$ cat src/rtl/neuron_detect_stream_pkg.sv
// Shared types and constants for the seizure detection stream.
// Holds the frame/debounce state encodings, default widths and saturation bounds.
package neurondetect_pkg;

    typedef enum logic {
        ST_ACCUM,
        ST_EVAL
    } frame_state_t;

    typedef enum logic {
        ST_CLEAR,
        ST_ACTIVE
    } deb_state_t;

    localparam int DEF_SUM_W  = 12;
    localparam int DEF_ACC_W  = 16;
    localparam int DEF_THRESH = 422;

    // Most positive / most negative value of a signed acc_w-bit accumulator.
    function automatic longint sat_max(input int acc_w);
        return (64'sd1 <<< (acc_w - 1)) - 64'sd1;
    endfunction

    function automatic longint sat_min(input int acc_w);
        return -(64'sd1 <<< (acc_w - 1));
    endfunction

endpackage

$ cat src/rtl/neuron_detect_stream_sat_accum.sv
// Signed accumulator: sign-extends each input and adds with saturation.
// 'sum' is the saturated next value, usable before it is registered.
module sat_accum
    import neurondetect_pkg::*;
#(
    parameter int IN_W  = DEF_SUM_W,
    parameter int ACC_W = DEF_ACC_W
) (
    input  logic             clk,
    input  logic             rst,
    input  logic             clr,
    input  logic             en,
    input  logic [IN_W-1:0]  din,
    output logic [ACC_W-1:0] acc,
    output logic [ACC_W-1:0] sum
);

    localparam logic [ACC_W-1:0] MAX_V = ACC_W'(sat_max(ACC_W));
    localparam logic [ACC_W-1:0] MIN_V = ACC_W'(sat_min(ACC_W));

    logic [ACC_W-1:0] acc_reg;
    logic [ACC_W:0]   wide;

    // One guard bit: overflow shows as the top two bits disagreeing.
    assign wide = {acc_reg[ACC_W-1], acc_reg} + {{(ACC_W + 1 - IN_W){din[IN_W-1]}}, din};

    always_comb begin
        sum = wide[ACC_W-1:0];
        if (wide[ACC_W] != wide[ACC_W-1]) begin
            sum = wide[ACC_W] ? MIN_V : MAX_V;
        end
    end

    always_ff @(posedge clk or negedge rst) begin
        if (!rst) begin
            acc_reg <= '0;
        end else if (clr) begin
            acc_reg <= '0;
        end else if (en) begin
            acc_reg <= sum;
        end
    end

    assign acc = acc_reg;

endmodule

$ cat src/rtl/neuron_detect_stream.sv
// Frame accumulator, threshold compare and onset/offset debounce for the
// serialised per-channel weighted sums.
module neuron_detect_stream
    import neurondetect_pkg::*;
#(
    parameter int NUM_CH     = 16,
    parameter int SUM_W      = DEF_SUM_W,
    parameter int ACC_W      = DEF_ACC_W,
    parameter int ONSET_CNT  = 3,
    parameter int OFFSET_CNT = 3
) (
    input  logic             clk,
    input  logic             rst,
    input  logic             en,
    input  logic             ws_valid,
    output logic             ws_ready,
    input  logic [SUM_W-1:0] ws_data,
    input  logic             ws_last,
    input  logic [ACC_W-1:0] thresh,
    output logic [ACC_W-1:0] score,
    output logic             score_valid,
    output logic             seizure,
    output logic             onset,
    output logic             offset,
    output logic             frame_err
);

    localparam int CH_W    = $clog2(NUM_CH);
    localparam int CNT_MAX = (ONSET_CNT > OFFSET_CNT) ? ONSET_CNT : OFFSET_CNT;
    localparam int DCNT_W  = $clog2(CNT_MAX + 1);

    frame_state_t      state_reg, state_next;
    deb_state_t        dstate_reg, dstate_next;
    logic [CH_W-1:0]   ch_cnt_reg, ch_cnt_next;
    logic [DCNT_W-1:0] dcnt_reg, dcnt_next;
    logic              ws_ready_reg, ws_ready_next;
    logic [ACC_W-1:0]  score_reg, score_next;
    logic              score_valid_reg, score_valid_next;
    logic              seizure_reg, seizure_next;
    logic              onset_reg, onset_next;
    logic              offset_reg, offset_next;
    logic              frame_err_reg, frame_err_next;

    logic              acc_clr, acc_en, hit;
    logic              beat, at_end;
    logic [ACC_W-1:0]  acc_val, acc_sum;

    sat_accum #(
        .IN_W (SUM_W),
        .ACC_W(ACC_W)
    ) u_acc (
        .clk(clk),
        .rst(rst),
        .clr(acc_clr),
        .en (acc_en),
        .din(ws_data),
        .acc(acc_val),
        .sum(acc_sum)
    );

    assign beat   = ws_valid & ws_ready_reg;
    assign at_end = (ch_cnt_reg == CH_W'(NUM_CH - 1));

    always_comb begin
        state_next       = state_reg;
        dstate_next      = dstate_reg;
        ch_cnt_next      = ch_cnt_reg;
        dcnt_next        = dcnt_reg;
        ws_ready_next    = !en;
        score_next       = score_reg;
        score_valid_next = 1'b0;
        onset_next       = 1'b0;
        offset_next      = 1'b0;
        frame_err_next   = 1'b0;
        acc_clr          = 1'b0;
        acc_en           = 1'b0;
        hit              = 1'b0;

        case (state_reg)
            ST_ACCUM: begin
                if (beat) begin
                    if (ws_last && at_end) begin
                        // Score is registered from the saturated sum so it is
                        // visible during the EVAL cycle itself.
                        acc_en           = 1'b1;
                        ch_cnt_next      = '0;
                        score_next       = acc_sum;
                        score_valid_next = 1'b1;
                        ws_ready_next    = 1'b0;
                        state_next       = ST_EVAL;
                    end else if (ws_last || at_end) begin
                        acc_clr        = 1'b1;
                        ch_cnt_next    = '0;
                        frame_err_next = 1'b1;
                    end else begin
                        acc_en      = 1'b1;
                        ch_cnt_next = ch_cnt_reg + CH_W'(1);
                    end
                end
            end
            ST_EVAL: begin
                acc_clr    = 1'b1;
                state_next = ST_ACCUM;
                hit        = ($signed(acc_val) >= $signed(thresh));
                case (dstate_reg)
                    ST_CLEAR: begin
                        if (!hit) begin
                            dcnt_next = '0;
                        end else if (int'(dcnt_reg) + 1 == ONSET_CNT) begin
                            dcnt_next   = '0;
                            dstate_next = ST_ACTIVE;
                            onset_next  = 1'b1;
                        end else begin
                            dcnt_next = dcnt_reg + DCNT_W'(1);
                        end
                    end
                    ST_ACTIVE: begin
                        if (hit) begin
                            dcnt_next = '0;
                        end else if (int'(dcnt_reg) + 1 == OFFSET_CNT) begin
                            dcnt_next   = '0;
                            dstate_next = ST_CLEAR;
                            offset_next = 1'b1;
                        end else begin
                            dcnt_next = dcnt_reg + DCNT_W'(1);
                        end
                    end
                    default: dstate_next = ST_CLEAR;
                endcase
            end
            default: state_next = ST_ACCUM;
        endcase

        seizure_next = (dstate_next == ST_ACTIVE);
    end

    always_ff @(posedge clk or negedge rst) begin
        if (!rst) begin
            state_reg       <= ST_ACCUM;
            dstate_reg      <= ST_CLEAR;
            ch_cnt_reg      <= '0;
            dcnt_reg        <= '0;
            ws_ready_reg    <= 1'b0;
            score_reg       <= '0;
            score_valid_reg <= 1'b0;
            seizure_reg     <= 1'b0;
            onset_reg       <= 1'b0;
            offset_reg      <= 1'b0;
            frame_err_reg   <= 1'b0;
        end else begin
            state_reg       <= state_next;
            dstate_reg      <= dstate_next;
            ch_cnt_reg      <= ch_cnt_next;
            dcnt_reg        <= dcnt_next;
            ws_ready_reg    <= ws_ready_next;
            score_reg       <= score_next;
            score_valid_reg <= score_valid_next;
            seizure_reg     <= seizure_next;
            onset_reg       <= onset_next;
            offset_reg      <= offset_next;
            frame_err_reg   <= frame_err_next;
        end
    end

    assign ws_ready    = ws_ready_reg;
    assign score       = score_reg;
    assign score_valid = score_valid_reg;
    assign seizure     = seizure_reg;
    assign onset       = onset_reg;
    assign offset      = offset_reg;
    assign frame_err   = frame_err_reg;

endmodule

$ cat config.mk
export PLATFORM = sky130hd
export DESIGN_NAME = neuron_detect_stream
export DESIGN_NICKNAME = d
export VERILOG_FILES = /design/src/rtl/neuron_detect_stream_pkg.sv /design/src/rtl/neuron_detect_stream_sat_accum.sv /design/src/rtl/neuron_detect_stream.sv
export SDC_FILE = /design/constraint.sdc
export NUM_CORES = 1
export LEC_CHECK = 0
export ABC_AREA = 1
export CORE_AREA = 2 2 119 121
export CTS_CLUSTER_SIZE = 16
export DETAILED_ROUTE_END_ITERATION = 8
export DIE_AREA = 0 0 121 123
export GPL_ROUTABILITY_DRIVEN = 0
export HOLD_SLACK_MARGIN = 0.08
export PLACE_DENSITY = 0.45
export SYNTH_ARGS = -nofsm -noshare
export SYNTH_HDL_FRONTEND = slang
export SYNTH_SLANG_ARGS = --single-unit
$ cat constraint.sdc
create_clock -name clk -period 4.3 [get_ports clk]
set_clock_uncertainty 0.2 [all_clocks]
set_input_delay 0.86 -clock clk [delete_from_list [all_inputs] [get_ports clk]]
set_output_delay 0.86 -clock clk [all_outputs]
set_load 0.02 [all_outputs]
* Yosys cells after proc, flatten, opt, wreduce, memory -nomap -nowiden
Cells that the tools add are included.
Word-level totals: flip-flop bits (word level) 45, latch bits 0, memory bits (writable) 0, bits in read-only memories 0, output and inout bits 22, word-level logic and storage cells 64, memories 0
Cells by class: $add $sub $neg 4, $mul 0, divide/modulo/power cells 0, order comparisons 1, eq/ne operators 3, shift operators 0, multiplexer cells 36, bitwise operators 3, reductions and logical operators 6
Operator list (number):
- $mux W16 | 4
- $mux W1 | 23
- $add A16 B12 Y17 | 1
- $ge A16 B16 Y1 | 1
- $mux W4 | 2
- $mux W2 | 3
- $pmux W1 S2 | 3
- $add A4 B1 Y4 const B | 1
- $eq A4 B4 Y1 const B | 1
- $pmux W2 S2 | 1
- $add A2 B1 Y3 const B | 1
- $eq A3 B2 Y1 const B | 1
- $reduce_and A3 Y1 | 1
- $add A2 B1 Y2 const B | 1
- $not A1 Y1 | 2
- $reduce_and A2 Y1 | 1
- $reduce_bool A2 Y1 | 1
- $and A1 B1 Y1 | 1
- $logic_and A1 B1 Y1 | 1
- $logic_not A1 Y1 | 1
- $logic_or A1 B1 Y1 | 1
- $ne A1 B1 Y1 | 1

* Longest topological paths before layout
word-level depth 8, depth in mapped cells 18

* Hierarchy
A second synthesis with hierarchy kept.
Unflattened totals: cells, all modules 467, area total of the unflattened synthesis 3400.8 um2
By module, submodules not included:
- sat_accum | instances 1, cells an instance 259, area each 1773.0 um2, seq. area each 400.4 um2
- neuron_detect_stream | instances 1, cells an instance 208, area each 1627.8 um2, seq. area each 700.7 um2

* Worst setup path before layout
Ideal clock, no wire load.
path type input port to flip-flop, from input port ws_data[0], to register u_acc.acc_reg[4], in the netlist u_acc.acc[4], arrival time 2.453 ns, data required time 3.983 ns, setup slack 1.531 ns, stages on the path 18, buffers on the path 1, path through ha_1 -> inv_1 -> fa_1 -> inv_1 -> nand2_1 -> nand2_1 -> nand3_2 -> nand2_4 -> nand2_2 -> nand2_1 -> nand2_2 -> nand2_2 -> nand2_4 -> buf_12 -> nand2_4 -> nand2_2 -> nand2_1 -> nand2_1
On the way: word-level cells in the longest chain between the ends 5, elaborated cells between the ends (all ways) 6
Ends and longest elaborated chain:
- start, declared | line neuron_detect_stream.sv:17 | input logic [SUM_W-1:0] ws_data,
- $add A16 B12 Y17 * | line neuron_detect_stream_sat_accum.sv:25 | assign wide = {acc_reg[ACC_W-1], acc_reg} + {{(ACC_W + 1 - IN_W){din[IN_W-1]}}, din};
- $mux W16 or $ne A1 B1 Y1 (tied branches) | line neuron_detect_stream_sat_accum.sv:30, neuron_detect_stream_sat_accum.sv:29
- $mux W16 * | line neuron_detect_stream_sat_accum.sv:29 | if (wide[ACC_W] != wide[ACC_W-1]) begin
- $mux W16 * | line neuron_detect_stream_sat_accum.sv:39 | end else if (en) begin
- $mux W16 * | line neuron_detect_stream_sat_accum.sv:37 | end else if (clr) begin
- end signal, assigned | line neuron_detect_stream_sat_accum.sv:40 | acc_reg <= sum;
- end, declared | line neuron_detect_stream_sat_accum.sv:21 | logic [ACC_W-1:0] acc_reg;
Mark *: on every way between the ends. The rest lies on a longest branch, timed or not. The select of a mux whose other input is x is not followed. A chain may end at the register's enable or synchronous reset.

* Worst setup path after layout
from input port ws_data[11], to register u_acc.acc_reg[9], in the netlist u_acc.acc[9]
The elaborated chain is that of the path after synthesis.

==> results <==
- The launching element type of the critical path is an input pin.
- In this run the cell area measured after placement is 4080 sq um.
- The quantity of hold-fixing buffers added after cts is 0.
- The type of element capturing the critical path is a register.
- The number of max-slew violations in the final report is 0.
- After detailed routing, the total wire length is 8.59 mm.
- The pin slew with the least headroom to its limit is 998 ps.
- After floorplanning, the core was sized to cover 13,600 sq um.
- Dividing the detail-routed via count by the number of cells gives 4.24.
- The critical setup path kind is in -> reg.
- The critical path required time is 4320 ps.
- The max-capacitance violation count is 0.
- For this run, the detailed router's first-pass iteration total came to 4.
- In the global route stage, overall resource usage came out at 12.3%.
- After clock tree synthesis, the setup repair step added 0 buffers.
- In this run the worst path has a maximum fanout of 15.
- Clock-pin slew was measured on the worst setup and hold paths at 60 ps.
- The H-tree level count is 2.
- The average instance in the mapped netlist occupies 7.21 sq um.
- The clock period minus worst slack is 3350 ps.
- The total via count after detailed routing is 2,973.
- The total power density per cell area is 553 nW/um^2.
- The setup total negative slack is 0 ps.
- 55 I/O pins were placed.
- The source of the critical timing path is ws_data[11].
- After layout, the worst path uses 78.0% of the clock period.
- Clock latency on the worst-skew pair, taken at its later pin, is 280 ps.
- The HPWL after detailed placement is 6.92 mm.
- In this run, placement finished with an instance count of 695.
- The area of all placed cells without fillers is 4210 sq um.
- TritonCTS built the clock tree.
- The repair_antennas step left the layout with diodes totalling 0.
- Dividing the detail-routed wire length by the instance count gives 12.2 um.
- Data on the critical path arrives at its endpoint at 3370 ps.
- The initial utilization of the core area, before any placement, comes to 24.7%.
- Sorting the synthesized cells by area gives the leading types as sky130_fd_sc_hd__dfrtp_1, sky130_fd_sc_hd__nand2_1, sky130_fd_sc_hd__ha_1, sky130_fd_sc_hd__inv_1, sky130_fd_sc_hd__nand2_4.
- Setup repair after global routing left no endpoint under its margin.
- The final cell count without fillers is 702.
- The count of flip-flops with a built-in enable after synthesis is 0.
- The startpoint of the worst-slack reg-to-reg timing path is u_acc.acc[0].
- The total overflow left after global routing is 0.
- The analysis attributes to cell leakage a power of 0.00231 uW.
- The initial antenna violation count is 0.
- The pin count of the biggest net entering global routing is 45.
- The number of nets in the layout is 591.
- Counting instances in the post-synthesis netlist gives the leading cell types as sky130_fd_sc_hd__nand2_1, sky130_fd_sc_hd__inv_1, sky130_fd_sc_hd__dfrtp_1, sky130_fd_sc_hd__ha_1, sky130_fd_sc_hd__nor2_1.
- For this run, design rule violations remaining after detail routing come to 0.
- From left edge to right edge, the die measures 121 um.
- Yosys instantiated no cell more often than sky130_fd_sc_hd__nand2_1.
- Overall power consumption after layout is estimated at 2330 uW.
- After clock tree synthesis, the repair step resized 0 gates.
- The clock buffer count from CTS is 5.
- The residual antenna-violating net count after detailed routing is 0.
- The share of layout cells above drive strength 1 is 9.77%.
- The flow ran to the end, and the final reports show no timing, DRC or antenna violations.
- The tree is rooted in a sky130_fd_sc_hd__clkbuf_16.
- Measured against its own limit, the worst slew margin works out to 33.5%.
- The die area is 14,900 sq um.
- The number of synthesis warnings is 0.
- The die is 123 um tall.
- The highest clock frequency the design can meet is 298 MHz.
- The min-delay analysis places its worst path in the category reg -> reg.
- Of all cell types, the one taking the most synthesized area is sky130_fd_sc_hd__dfrtp_1.
- The total count of hold-check failures in the final report is 0.
- The worst hold path begins at score[3].
- The clock passes through at most 2 buffers.
- The number of sinks handled by clock tree synthesis is 44.
- The cell row count is 43.
- The via count of the first global-routing pass was 3,068.
- Among all flip-flop cells after synthesis, the most frequent one is sky130_fd_sc_hd__dfrtp_1.
- After synthesis the cells add up to 3360 sq um.
- After the first detailed-routing iteration, the DRC count stood at 75.
- The count of unique library cells instantiated by Yosys is 31.
- The synthesized instance count is 466.
- The hold slack is 284 ps.
- Across the VDD grid, the largest voltage drop is 0.000255 V.
- The net count after synthesis is 535.
- After filler insertion, the fill cell instance count of the layout stands at 1,476.
- Counting flops and latches in the post-synthesis netlist gives 44.
- The share of synthesized area occupied by flip-flops and latches is 32.8%.
- In this run the tool buffered the top-level ports with 54 buffer cells.
- After synthesis, the share of flip-flops with an asynchronous set or reset is 100%.
- The area growth from synthesis to layout is 25.3%.
- The count of final setup violators is 0.
- After synthesis, the largest area contributor takes up 32.8% of total cell area.
- The first-pass GRT wire length is 14.6 mm.
routing by layer:
metal | GRT usage, % | vias to the layer above | wire length, um | share of wire [%]
met2 | 21.5 | 54 | 4010 | 47
li1 | - | 1552 | - | -
met4 | 1.96 | 0 | 101 | 1.2
met5 | 0 | - | 0 | 0
met1 | 16.1 | 1359 | 4160 | 48
met3 | 2.21 | 8 | 311 | 3.6
path summary, 6_finish.rpt:
path,to,slack (ps),cells after the start
max in group asynchronous,frame_err,2730,1
min,score[3],280,2
max,u_acc.acc[9],950,11
min reg2reg,score[3],280,2
max reg2reg,u_acc.acc[9],1590,14
min in group asynchronous,ch_cnt_reg[1],550,1
final cells by class:
cell class,instances,area (sq um),area share (%)
Tap cell,180,225,5.34
Inverter,65,244,5.79
Clock inverter,1,5.00,0.119
Clock buffer,6,129,3.06
Multi-Input combinational cell,350,1960,46.5
Timing Repair Buffer,56,551,13.1
Sequential cell,44,1100,26.1
cell families after synthesis:
| family | after synthesis | synth area share, % |
|---|---|---|
| adder cells (fa/ha/maj) | 36 | 13.6 |
| buffers and inverters | 72 | 8.97 |
| AO/OA/AOI/OAI | 34 | 5.66 |
| XOR/XNOR | 11 | 2.87 |
| AND/OR/NAND/NOR | 269 | 36.1 |
| flip-flops | 44 | 32.8 |
placed cells by master, fill, tap and decap left out, types with 4 or more instances in the layout:
master,n
sky130_fd_sc_hd__xnor2_1,4
sky130_fd_sc_hd__nand2_1,188
sky130_fd_sc_hd__nand3_1,13
sky130_fd_sc_hd__nand4_1,4
sky130_fd_sc_hd__inv_1,59
sky130_fd_sc_hd__dfrtp_1,44
sky130_fd_sc_hd__nand2_4,12
sky130_fd_sc_hd__nand2_2,16
sky130_fd_sc_hd__clkbuf_16,5
sky130_fd_sc_hd__ha_1,35
sky130_fd_sc_hd__inv_2,6
sky130_fd_sc_hd__xor2_1,7
sky130_fd_sc_hd__clkdlybuf4s50_1,53
sky130_fd_sc_hd__nor2_1,25
sky130_fd_sc_hd__a21oi_1,23
critical path, cell delays in order:
cell,delay (ps)
sky130_fd_sc_hd__clkdlybuf4s50_1,510
sky130_fd_sc_hd__ha_1,400
sky130_fd_sc_hd__a21oi_1,240
sky130_fd_sc_hd__nand2_1,110
sky130_fd_sc_hd__a21oi_1,190
sky130_fd_sc_hd__nand2_1,90
sky130_fd_sc_hd__nand2_2,90
sky130_fd_sc_hd__nand4_2,460
sky130_fd_sc_hd__nand2_1,280
sky130_fd_sc_hd__nand2_1,70
sky130_fd_sc_hd__nand2_1,60
through the flow:
| step | setup WS, ps | util (%) |
|---|---|---|
| detailed placement | 639 | 30.0 |
| global placement | 663 | 30.0 |
| CTS | 915 | 31.0 |
| global route | 658 | 31.0 |
| floorplan | 1530 | - |
| finish | 947 | 31.0 |
power by group:
group | leakage (uW) | internal [uW] | switching, uW
sequential | 0.000576 | 493 | 93.1
clock | 0.0000667 | 211 | 152
combinational | 0.00166 | 514 | 868
Note: power is estimated with default switching activity, not from simulation.
